[src/rtl/refclk_ibuf_gate_div.sv]
// Refclk input buffer model: CEB-gated settle, run and drain FSM
// with an ODIV2-style divided output, all in the refclk domain.
module refclk_ibuf_gate_div #(
   parameter logic [1:0] HROW_CK_SEL   = 2'b00,
   parameter int         DIV           = 2,
   parameter int         SETTLE_CYCLES = 16
) (
   input  logic       clk,
   input  logic       rst,
   input  logic       ceb,
   output logic       ready,
   output logic       o_en,
   output logic       odiv2,
   output logic [7:0] dis_cnt
);

   localparam int DW = (DIV > 2) ? $clog2(DIV) : 1;
   localparam int SW = $clog2(SETTLE_CYCLES + 1);

   localparam logic [DW-1:0] DMAX  = DW'(DIV - 1);
   localparam logic [DW-1:0] DHALF = DW'(DIV / 2);
   localparam logic [SW-1:0] SMAX  = SW'(SETTLE_CYCLES - 1);

   localparam logic [1:0] ST_OFF    = 2'd0;
   localparam logic [1:0] ST_SETTLE = 2'd1;
   localparam logic [1:0] ST_RUN    = 2'd2;
   localparam logic [1:0] ST_DRAIN  = 2'd3;

   generate
      if ((DIV < 2) || (DIV % 2 != 0) || (SETTLE_CYCLES < 1)) begin : g_bad_attr
         initial begin
            $display("Attribute Syntax Error %m");
            $finish;
         end
      end
   endgenerate

   logic [1:0]    r_state;
   logic          r_ceb_q;
   logic [SW-1:0] r_settle_cnt;
   logic [DW-1:0] r_div_cnt;
   logic [7:0]    r_dis_cnt;

   logic          w_active;
   logic          w_div_wrap;
   logic [DW-1:0] w_div_nxt;

   assign w_div_wrap = (r_div_cnt == DMAX);
   assign w_div_nxt  = w_div_wrap ? '0 : r_div_cnt + 1'b1;

   always_ff @(posedge clk) begin
      if (rst) begin
         r_state      <= ST_OFF;
         r_ceb_q      <= 1'b1;
         r_settle_cnt <= '0;
         r_div_cnt    <= '0;
         r_dis_cnt    <= '0;
      end else begin
         r_ceb_q <= ceb;
         unique case (r_state)
            ST_OFF: begin
               if (!r_ceb_q) begin
                  r_state      <= ST_SETTLE;
                  r_settle_cnt <= '0;
               end
            end
            ST_SETTLE: begin
               r_settle_cnt <= r_settle_cnt + 1'b1;
               if (r_ceb_q) begin
                  r_state <= ST_OFF;
               end else if (r_settle_cnt == SMAX) begin
                  r_state   <= ST_RUN;
                  r_div_cnt <= '0;
               end
            end
            ST_RUN: begin
               r_div_cnt <= w_div_nxt;
               if (r_ceb_q) begin
                  r_state <= ST_DRAIN;
                  if (r_dis_cnt != 8'hFF)
                     r_dis_cnt <= r_dis_cnt + 8'd1;
               end
            end
            ST_DRAIN: begin
               // Re-enable keeps the divider phase; otherwise exit on wrap.
               if (!r_ceb_q) begin
                  r_state   <= ST_RUN;
                  r_div_cnt <= w_div_nxt;
               end else if (w_div_wrap) begin
                  r_state   <= ST_OFF;
                  r_div_cnt <= '0;
               end else begin
                  r_div_cnt <= w_div_nxt;
               end
            end
            default: r_state <= ST_OFF;
         endcase
      end
   end

   assign w_active = (r_state == ST_RUN) || (r_state == ST_DRAIN);

   always_comb begin
      odiv2 = 1'b0;
      if (w_active) begin
         unique case (HROW_CK_SEL)
            2'b00:   odiv2 = (r_div_cnt < DHALF);
            2'b01:   odiv2 = w_div_wrap;
            default: odiv2 = 1'b0;
         endcase
      end
   end

   assign ready   = w_active;
   assign o_en    = w_active;
   assign dis_cnt = r_dis_cnt;

endmodule

[config.mk]
export PLATFORM = sky130hd
export DESIGN_NAME = refclk_ibuf_gate_div
export DESIGN_NICKNAME = d
export VERILOG_FILES = /design/src/rtl/refclk_ibuf_gate_div.sv
export SDC_FILE = /design/constraint.sdc
export NUM_CORES = 1
export LEC_CHECK = 0
export BUFFER_PORTS_ARGS = -buffer_cell sky130_fd_sc_hd__buf_2
export CAP_MARGIN = 20
export CORE_MARGIN = 1.5
export CORE_UTILIZATION = 35
export DETAILED_ROUTE_END_ITERATION = 10
export PLACE_DENSITY_LB_ADDON = 0.15
export SYNTH_ARGS = -nofsm -noshare
export SYNTH_HDL_FRONTEND = slang
export SYNTH_SLANG_ARGS = --single-unit
[constraint.sdc]
create_clock -name clk -period 1.8 [get_ports clk]
set_input_delay 0.18 -clock clk [delete_from_list [all_inputs] [get_ports clk]]
set_output_delay 0.18 -clock clk [all_outputs]
set_load 0.05 [all_outputs]
; Yosys cells after proc, flatten, opt, wreduce, memory -nomap -nowiden
; Cells that the tools add are included.
[totals]
reg_bits = 17
input_bits = 3
[op_classes]
addsub = 3
n_lt_le_gt_ge = 1
eq_ne = 11
mux = 16
n_reduce_logical = 8
[ops]
columns = op, count
row1 = 2-bit two-way mux, 6
row2 = 5-bit one-hot mux with 2 select lines, 1
row3 = "8-bit by 1-bit adder with 8-bit output, second input constant", 1
row4 = "2-bit != test, second input constant", 4
row5 = "8-bit != test, second input constant", 1
row6 = 2-bit one-hot mux with 4 select lines, 1
row7 = 1-bit two-way mux, 6
row8 = "3-bit != test, second input constant", 2
row9 = 3-bit AND reduction, 2
row10 = "5-bit by 1-bit adder with 5-bit output, second input constant", 1
row11 = "5-bit by 4-bit == test with 1-bit output, second input constant", 1
row12 = 5-bit two-way mux, 1
row13 = "2-bit == test, second input constant", 2
row14 = 4-bit AND reduction, 1
row15 = 1-bit one-hot mux with 3 select lines, 1
row16 = 3-bit nonzero test, 1
row17 = "2-bit by 1-bit == test with 1-bit output, second input constant", 1
row18 = 2-bit zero test, 1
row19 = 2-bit AND reduction, 1
row20 = 2-bit nonzero test, 1
row21 = "1-bit adder, second input constant", 1
row22 = 1-bit logical OR, 1
row23 = "1-bit < comparator, second input constant", 1

; Depth between registers and ports, before layout
[logic_depth]
word_depth = 5
mapped_depth = 7
depth_no_buf = 7

; Worst setup path after synthesis
; No wires, ideal clock.
[synth_path]
path_type = reg2reg
from = register r_dis_cnt[0] (netlist: dis_cnt[0])
to = register r_dis_cnt[5] (netlist: dis_cnt[5])
setup_ns = 0.070
t_arrival_ns = 1.803
required_ns = 1.730
path_slack_ns = -0.073
path_stages_with_launch = 6
n_path_buf = 0
synth_period_minus_slack_ns = 1.873
cell_sequence = dfxtp_1 -> ha_1 -> and3_1 -> a21o_4 -> or4_1 -> a21oi_1
[synth_between]
elab_chain_len = 2
word_cells_on_any_way = 3
cone_classes = 1 x add/sub / 1 x eq/ne / 1 x reduce/logical
[synth_lines]
columns = element, line_no
row1 = "start, declared", 42  ; logic [7:0] r_dis_cnt;
row2 = "start signal, assigned", 81  ; r_dis_cnt <= r_dis_cnt + 8'd1;
row3 = branches (longest 2 deep; another with 8-bit by 1-bit adder with 8-bit output), -
; Several ways; the timed one is not identified.
; A chain may end at the register's enable or synchronous reset.

; Worst setup path after layout
; Ends and elaborated chain as after synthesis.

==> metrics <==
die area=around 2600 µm²; final setup skew=0.00420 ns; Fin. Hold Viols=0; crit path launch type=flop; Flop pwr share=0.629; CP max stage delay=0.46 ns; I/O pins=14; Synth Area in Compound Gates=0.159; part of the Yosys area used for sequential elements=0.420; CTS tree=done; NumNets Final=114; XOR/XNOR Fraction of Synth Area=0.0324; type of the tightest min-delay check=input port to flop; H-tree Lvls=1; routed wire length=1500 µm; flops & latches, synth=17; Root Driver=clkbuf_4; r2r setup slk=0.11 ns; YS warnings=0; Internal Power=471 µW; R2R depth=5; Initial DRC Count=12; WHS Path Cells=2; Adder-Cell Fraction of Synth Area=0.0463; WP data required=between 2 and 2.5 ns; crit path time final=~1.7 ns; # diodes=0; Setup CP Type=flop to flop; RSZ-0062 raised after global routing=false; critical path data arrival time=1.92 ns; simple-gate share of the synthesized area=0.241; Setup TNS Final=0 ns; clk sinks=17; setup slack after layout=0.112 ns; critical path endpoint category=flop; CTS Buffer Depth=2; post-synthesis mux area share=0.0540; status=complete, no violations; Routed wire per std cell=11.1 µm; largest net degree at the start of global routing=19; Clk Latency, worst-skew pair=0.29 ns; Lkg Pwr=0.000395 µW; HPWL after detailed placement=1090 µm; Worst Max-Slew Pin Slew=between 0.5 and 0.6 ns; CP max-delay cell=or4_1; first-pass GRT wire length=2530 µm; Worst path top cell family by delay=simple AND/OR/NAND/NOR gates; Crit. Startpoint=dis_cnt[0]$_SDFFE_PP0P_; NetSw=140 µW; Max VDD drop=0.374 mV; net count after synthesis=99; Final Cell Area=about 930 µm²; highest clock rate=592 MHz; overall routing resource usage=0.134; main combinational cell family by area after synthesis=simple AND/OR/NAND/NOR gates; vias post-DR=674; slew margin rel.=0.597; Crit Reg-Reg Endpoint=dis_cnt[5]$_SDFFE_PP0P_; Worst-path clk slew=0.10 ns; distinct cell type count after synthesis=31; Combinational Power Share=0.029; vias in the first global route=589; antenna-violating nets left=0; min-delay src=ceb; CTS buffer count=3; period utilization=0.938; Die Ht=~51 µm; Max-Cap Viols=0; Worst Hold Endpoint=r_ceb_q$_SDFF_PP1_; Residual DRC=0; Placed Area=901 µm²; Syn Inst Count=93; port bufs=13; setup bufs post-CTS=0; area grow syn2layout=14.4%; Setup WS pre-CTS=0.130 ns; synthesized area=811 µm²; Critical R2R Launch=dis_cnt[0]$_SDFFE_PP0P_; Filler cells=around 230; grt ovf=0; via/cell ratio=4.99; final setup violation count=0; hold slack=0.0593 ns; FP Rows=17; initial cell density of the core=0.370; maximum fanout along the worst path=6; Resized cells post-CTS=0; Hold Buf Count CTS=0; crit path buf inv count=0; clock power share=0.342; Final GP Congestion=about 0.7; Die Wd=51.1 µm; Max Transition Viols Final=0; PwrDens=659 nW/µm²; Sw Ratio=0.229; CP cell instances=ha_1 > and3_1 > a21o_4 > or4_1 > a21oi_1; DRT Pass-1 Iters=3; initial antenna violation count=0; core area=2190 µm²; layout cell share with drive strength beyond 1=0.234; Mean Syn Cell Area=8.72 µm²
[cells in the mapped netlist (all sizes together)]
master / instances / area (µm²)
a2111oi: 1 / 8.76
nand2: 5 / 18.8
o211ai: 1 / 7.51
mux2i: 1 / 10.0
xor2: 1 / 8.76
o31ai: 2 / 15.0
buf: 2 / 12.5
or4: 2 / 15.0
or2: 1 / 6.26
nand3b: 1 / 20.0
a32oi: 1 / 8.76
a21o: 1 / 15.0
nor2: 18 / 67.6
a211oi: 1 / 7.51
and3: 3 / 18.8
o21ai: 2 / 10.0
inv: 5 / 18.8
nor2b: 2 / 12.5
nand3: 3 / 15.0
dfxtp: 17 / 340
a21oi: 7 / 35.0
xnor2: 2 / 17.5
clkbuf: 2 / 7.51
a22oi: 2 / 15.0
and4: 1 / 8.76
or3: 1 / 6.26
nand2b: 1 / 6.26
a31oi: 1 / 6.26
mux2: 3 / 33.8
ha: 3 / 37.5
[worst reg2reg max path: stages (launching register included)]
cell     delay, ns
dfxtp_2       0.35
ha_1          0.22
and3_1        0.21
a21o_4        0.24
or4_1         0.46
a21oi_1       0.14
[placed cells by master, fill, tap and decap left out, types with 3 or more instances in the layout]
| cell | synthesis | layout |
|---|---|---|
| nor2_1 | 18 | 18 |
| dfxtp_1 | 17 | 15 |
| buf_2 | 1 | 13 |
| a21oi_1 | 7 | 7 |
| inv_1 | 5 | 5 |
| nand2_1 | 5 | 5 |
| and3_1 | 3 | 3 |
| nand3_1 | 3 | 3 |
| mux2_2 | 3 | 3 |
| ha_1 | 3 | 3 |
| clkbuf_4 | 0 | 3 |
[logic make-up (layout without fill, tap and decap cells)]
group	count (synthesis)	in the layout
AOI/OAI and AO/OA	19	19
xor gates and xnor gates	3	3
adders and majority gates	3	3
buffers and inverters	9	23
DFF	17	17
muxes	4	4
and+or+nand+nor	38	38
[worst max path at each step]
stage	to	slack (ns)	depth (start not counted)
2_1_floorplan	dis_cnt[5]$_SDFFE_PP0P_	0.06	5
3_3_place_gp	dis_cnt[5]$_SDFFE_PP0P_	0.17	5
3_5_place_dp	dis_cnt[5]$_SDFFE_PP0P_	0.13	5
4_1_cts	dis_cnt[5]$_SDFFE_PP0P_	0.11	5
5_1_grt	dis_cnt[5]$_SDFFE_PP0P_	0.002	5
6_report	dis_cnt[5]$_SDFFE_PP0P_	0.11	5
[power by group through the flow]
stage / clock (µW) / combinational, µW / sequential (µW)
final: 209 / 17.8 / 384
after global routing: 233 / 19.8 / 385
after floorplan: 0 / 13.5 / 392
after detailed placement: 0 / 18.2 / 393
after CTS: 218 / 18.2 / 385
after global placement: 0 / 17.8 / 393
[through the flow]
stage / power, µW / utilization / instances
6_report: 611 / 0.423 / 135
5_1_grt: 638 / 0.423 / 135
4_1_cts: 621 / 0.423 / 135
3_5_place_dp: 411 / 0.411 / 131
3_3_place_gp: 411 / 0.411 / 131
2_1_floorplan: 405 / - / 93
[state kept, by name (all words and copies together), names as in the netlist, named ones only]
signal	count
dis_cnt	8
r_ceb_q	1
r_div_cnt	1
r_settle_cnt	5
r_state	1
[cell type report]
cell class / count / area [µm²] / area share
sequential: 17 / 343 / 0.370
clock buffer: 4 / 26.3 / 0.0283
multi-input combinational: 67 / 432 / 0.466
inverter: 5 / 18.8 / 0.0202
timing repair buffer: 14 / 72.6 / 0.0783
tap: 28 / 35.0 / 0.0378
[routing by layer]
| layer | vias to the layer above | routed length, µm | track usage |
|---|---|---|---|
| li1 | 351 | - | - |
| met3 | 5 | 48 | 0.0351 |
| met4 | 0 | 38 | 0.0811 |
| met1 | 308 | 794 | 0.182 |
| met2 | 10 | 614 | 0.188 |
| met5 | - | 0 | 0 |
No activity file was read; power rests on OpenSTA's default activity.
